File: config.mk
export PLATFORM = sky130hd
export DESIGN_NAME = ram4k_fill_engine
export DESIGN_NICKNAME = d
export VERILOG_FILES = /design/src/rtl/ram4k_fill_engine.sv
export SDC_FILE = /design/constraint.sdc
export NUM_CORES = 1
export LEC_CHECK = 0
export ABC_AREA = 1
export BUFFER_PORTS_ARGS = -buffer_cell sky130_fd_sc_hd__buf_2
export CORE_MARGIN = 2
export CORE_UTILIZATION = 60
export CTS_BUF_LIST = sky130_fd_sc_hd__clkbuf_16
export DETAILED_ROUTE_END_ITERATION = 16
export GPL_TIMING_DRIVEN = 0
export PLACE_DENSITY = 0.88
export SLEW_MARGIN = 15
export SYNTH_ARGS = -nofsm -noshare
export SYNTH_HDL_FRONTEND = slang
export SYNTH_SLANG_ARGS = --single-unit
export TNS_END_PERCENT = 20
File: constraint.sdc
create_clock -name clk -period 7.49 [get_ports clk]
set_input_delay 0 -clock clk [delete_from_list [all_inputs] [get_ports clk]]
set_output_delay 0 -clock clk [all_outputs]
set_load 0.1 [all_outputs]
File: src/rtl/ram4k_fill_engine.sv
// Fill/verify sequencer in front of the 4K x 16 RAM. Host accesses pass through while idle.
// One word per cycle: count cycles of fill, count more when verifying, then a one-cycle DONE.
module ram4k_fill_engine #(
  parameter int ADDR_W = 12,
  parameter int DATA_W = 16
) (
  input  logic              clk,
  input  logic              reset,
  input  logic              start,
  input  logic [1:0]        mode,
  input  logic [ADDR_W-1:0] base,
  input  logic [ADDR_W:0]   count,
  input  logic [DATA_W-1:0] pattern,
  input  logic [DATA_W-1:0] host_in,
  input  logic [ADDR_W-1:0] host_address,
  input  logic              host_load,
  output logic [DATA_W-1:0] host_out,
  output logic [DATA_W-1:0] ram_in,
  output logic [ADDR_W-1:0] ram_address,
  output logic              ram_load,
  input  logic [DATA_W-1:0] ram_out,
  output logic              busy,
  output logic              done,
  output logic              error,
  output logic [ADDR_W-1:0] err_address
);

  typedef enum logic [1:0] {S_IDLE, S_FILL, S_VERIFY, S_DONE} state_t;

  state_t              state_q;
  logic [1:0]          mode_q;
  logic [ADDR_W-1:0]   base_q;
  logic [ADDR_W:0]     count_q;
  logic [DATA_W-1:0]   pattern_q;
  logic [ADDR_W-1:0]   cursor_q;
  logic [ADDR_W:0]     index_q;
  logic                busy_q;
  logic                done_q;
  logic                error_q;
  logic [ADDR_W-1:0]   err_addr_q;

  logic [ADDR_W-1:0]   cursor_d;
  logic [ADDR_W:0]     index_d;
  logic                last_word;
  logic [DATA_W-1:0]   exp_word;

  assign cursor_d  = cursor_q + ADDR_W'(1);
  assign index_d   = index_q + (ADDR_W + 1)'(1);
  assign last_word = (index_d == count_q);
  // Same rule drives the fill data and the verify comparison.
  assign exp_word  = pattern_q + (mode_q[0] ? DATA_W'(index_q) : '0);

  always_ff @(posedge clk or posedge reset) begin
    if (reset) begin
      state_q    <= S_IDLE;
      mode_q     <= '0;
      base_q     <= '0;
      count_q    <= '0;
      pattern_q  <= '0;
      cursor_q   <= '0;
      index_q    <= '0;
      busy_q     <= 1'b0;
      done_q     <= 1'b0;
      error_q    <= 1'b0;
      err_addr_q <= '0;
    end else begin
      done_q <= 1'b0;
      case (state_q)
        S_IDLE: begin
          if (start) begin
            mode_q     <= mode;
            base_q     <= base;
            count_q    <= count;
            pattern_q  <= pattern;
            cursor_q   <= base;
            index_q    <= '0;
            error_q    <= 1'b0;
            err_addr_q <= '0;
            if (count == '0) begin
              state_q <= S_DONE;
              done_q  <= 1'b1;
            end else begin
              state_q <= S_FILL;
              busy_q  <= 1'b1;
            end
          end
        end
        S_FILL: begin
          cursor_q <= cursor_d;
          index_q  <= index_d;
          if (last_word) begin
            if (mode_q[1]) begin
              state_q  <= S_VERIFY;
              cursor_q <= base_q;
              index_q  <= '0;
            end else begin
              state_q <= S_DONE;
              busy_q  <= 1'b0;
              done_q  <= 1'b1;
            end
          end
        end
        S_VERIFY: begin
          cursor_q <= cursor_d;
          index_q  <= index_d;
          // Only the first mismatch is recorded; the scan always runs to the end.
          if ((ram_out != exp_word) && !error_q) begin
            error_q    <= 1'b1;
            err_addr_q <= cursor_q;
          end
          if (last_word) begin
            state_q <= S_DONE;
            busy_q  <= 1'b0;
            done_q  <= 1'b1;
          end
        end
        S_DONE: begin
          state_q <= S_IDLE;
        end
        default: begin
          state_q <= S_IDLE;
          busy_q  <= 1'b0;
        end
      endcase
    end
  end

  always_comb begin
    ram_in      = host_in;
    ram_address = host_address;
    ram_load    = 1'b0;
    host_out    = '0;
    case (state_q)
      S_IDLE: begin
        ram_load = host_load;
        host_out = ram_out;
      end
      S_FILL: begin
        ram_in      = exp_word;
        ram_address = cursor_q;
        ram_load    = 1'b1;
      end
      S_VERIFY: begin
        ram_in      = exp_word;
        ram_address = cursor_q;
      end
      S_DONE: begin
        host_out = ram_out;
      end
      default: begin
        ram_load = 1'b0;
      end
    endcase
  end

  assign busy        = busy_q;
  assign done        = done_q;
  assign error       = error_q;
  assign err_address = err_addr_q;

endmodule

==> implementation parameters <==
Parameter                              Value

Timing
  Final count of hold timing violations    0
  Fin Setup TNS    0 ns
  Worst-case hold slack    0.154 ns
  Final slew viol count    0
  Unrepaired setup endpoints after global routing    no
  Clock skew    0.00797 ns
  Final setup viols    0
  Top achievable clock speed    0.293 GHz
  Relative max-transition margin    0.476
  Post-route fraction of the period consumed by the critical path    0.455
  Slew @ Worst Pin    0.786 ns
  Period minus WS final    3.41 ns

Floorplanning
  IO Count    151
  Die boundary height    109 microns
  Starting density of the core    0.616
  FP Rows    38
  Die footprint    0.0120 sq mm
  Die W    109 microns
  CORE AREA    0.0108 sq mm

Detailed routing
  Final antenna-violating net count    0
  Routed WL    19600 microns
  Total met2 wirelength after detailed routing    8970 microns
  Detailed-routing wirelength on met1    8200 microns
  Detailed-route vias per instance    5.32
  Average routed wire per standard cell    13.9 microns
  DRC errors left    0
  Count of routing violations after the opening detailed-route iteration    702
  Met3 Wirelength    1690 microns
  Highest routing layer actually used    met4
  Via Count    7473
  Number of optimization iterations in the first detailed-route pass    5

Cells and area
  Fraction of final layout cells with drive strength greater than 1    0.160
  Final design utilization    0.774
  Most frequent cells in the layout    nand2_1, inv_1, buf_2
  Ant diodes    0
  Post-layout instance count excluding filler cells    1405
  Most common cell after layout, fill and taps aside    nand2_1
  Layout area overhead    25.6%
  Number of nets in the layout    1373

Run
  Count of max-cap constraint violations    0

CTS
  Clock input transition at the sequential cells of the worst setup and hold paths    0.06 ns
  CTS tree    done
  Num Clock Sinks    85
  PostCTS Resize Cnt    0
  Number of buffers inserted during clock tree synthesis    9
  CTS H-Tree Depth    3
  Clock latency of the later-clocked register in the worst-skew pair    0.35 ns
  Maximum buffer depth of the clock tree    2
  Clk root buf    clkbuf_16

Worst hold path
  End point of the most critical hold path    error
  Hold path startpoint    start
  Type of the worst min-delay path    input pin to flop
  Number of cells on the worst hold path    4

Worst setup path
  R2R Setup Slk    4.12 ns
  Max FO, Critical Path    10
  Arrival time of data at the critical path endpoint    3.41 ns
  Data required, critical path    7.49 ns
  Type of element capturing the critical path    output pin
  Critical Path Start Type    flop
  Reg-to-reg critical path startpoint    mode_q[0]
  Number of cells on the worst reg-to-reg path    22
  R2r endpoint    err_address[1]
  Class of the most critical setup path    flop to output pin

Global routing
  Overflow left after global routing    0
  Maximum number of pins on one net before global-route repair    48
  Total global routing track utilization    0.335
  Number of global-route vias before repair    6775
  Number of antenna violations at the first check in global routing    0
  Wire length of the first global-routing pass    31100 microns

Synth
  Distinct cells, synth    45
  Area fraction of the dominant cell type after synthesis    0.319
  Cell type with the largest total area after synthesis    dfrtp_1
  Synthesized net count    1167
  Synth Warn #    0
  Compound-cell area share of the yosys netlist    0.110
  Number of synthesized register bits    85
  Mux contribution to synthesized area    0.00150
  Instance count of the mapped netlist    1055
  Xor/xnor cell area share of the yosys netlist    0.0386
  Adder-Cell Fraction of Synth Area    0.0405
  Basic-gate share of the synthesized area counting and, or, nand and nor cells    0.377
  Top cells by area in the synthesized netlist    dfrtp_1, nand2_1, inv_1
  Post-synth design cell area    0.00668 sq mm
  Synthesized area divided by synthesized cell count    6.33 sq um
  Share of synthesized area occupied by flip-flops and latches    0.319
  Dominant combinational cell family by area after synthesis    simple AND/OR/NAND/NOR gates

Placed design
  Global placement routability congestion    0.917
  Number of buffers added on ports    150
  Detailed Place HPWL    14500 microns
  Placed cell count    1346

Outcome
  Outcome    finished, final reports clean
[sequential cells by signal (all words and copies together), names as in the netlist]
signal       flops
cursor_q        12
done             1
index_q         13
busy             1
state_q          2
mode_q           2
error            1
pattern_q       16
err_address     12
base_q          12
count_q         13
[cells in the mapped netlist, drive strengths merged]
library cell  number
inv              156
nand3             84
a31oi              8
o2111ai            1
clkbuf            28
clkinv             2
dfrtp             85
nor4               1
nand3b             6
and2               1
o31ai              2
ha                20
xor3               1
xnor3              3
mux2i              1
o22ai              2
nor3               8
fa                 1
o21ai             82
xnor2              7
or2                4
nand2            396
nand4             19
nor2              76
o211ai             2
xor2              12
buf                9
a21oi             37
o221ai             1
[worst max-delay path by stage]
stage | from | to | slack [ns] | depth (start not counted)
2_1_floorplan | mode_q[0] | ram_in[11] | 3.69 | 12
3_3_place_gp | reset | count_q[3] | 4.32 | 2
3_5_place_dp | mode_q[0] | err_address[1] | 4.24 | 22
4_1_cts | state_q[0] | ram_in[7] | 4.20 | 9
5_1_grt | mode_q[0] | err_address[11] | 3.87 | 23
6_report | state_q[0] | ram_in[7] | 4.08 | 9
[logic make-up after synthesis]
group / after synthesis
adders and majority gates: 21
and+or+nand+nor: 595
xor gates and xnor gates: 23
buffers and inverters: 195
muxes: 1
DFF: 85
AOI/OAI and AO/OA: 135
[per-layer routing]
| metal | global-route usage | vias up |
|---|---|---|
| li1 | - | 3733 |
| met1 | 0.437 | 3279 |
| met2 | 0.554 | 395 |
| met3 | 0.0480 | 66 |
| met4 | 0.149 | 0 |
| met5 | 0 | - |
[metrics by stage]
| stage | instance area [sq um] | setup slack [ns] |
|---|---|---|
| finish | 8390 | 4.08 |
| global route | 8390 | 3.87 |
| CTS | 8390 | 4.20 |
| detailed placement | 7630 | 4.24 |
| global placement | 7600 | 4.32 |
| floorplan | 6680 | 3.69 |
[critical path, stage by stage, from the launching register on]
cell and delay (ns):
dfrtp_1 0.43, inv_1 0.10, ha_1 0.29, clkbuf_1 0.26
inv_1 0.16, clkbuf_1 0.45, clkbuf_1 0.66, nand2_1 0.15
o21ai_0 0.11, buf_2 0.45
[cell type report]
cell class,instances,area (sq um)
plain buffers,37,161
clock buffers,9,225
clock inverters,6,88.8
fillers,818,2450
inverters,158,598
multi-input cells,775,3790
flip-flops and latches,85,2130
well taps,140,175
repair buffers,195,1220
[timing repair]
action / in CTS / in global routing
hold buffers: 44 / 0
hold endpoints to repair: 83 / 0
setup buffers: 0 / 0
Power is not shown: default switching activity piles up to over one toggle a cycle in this logic, so the estimate is an artifact.
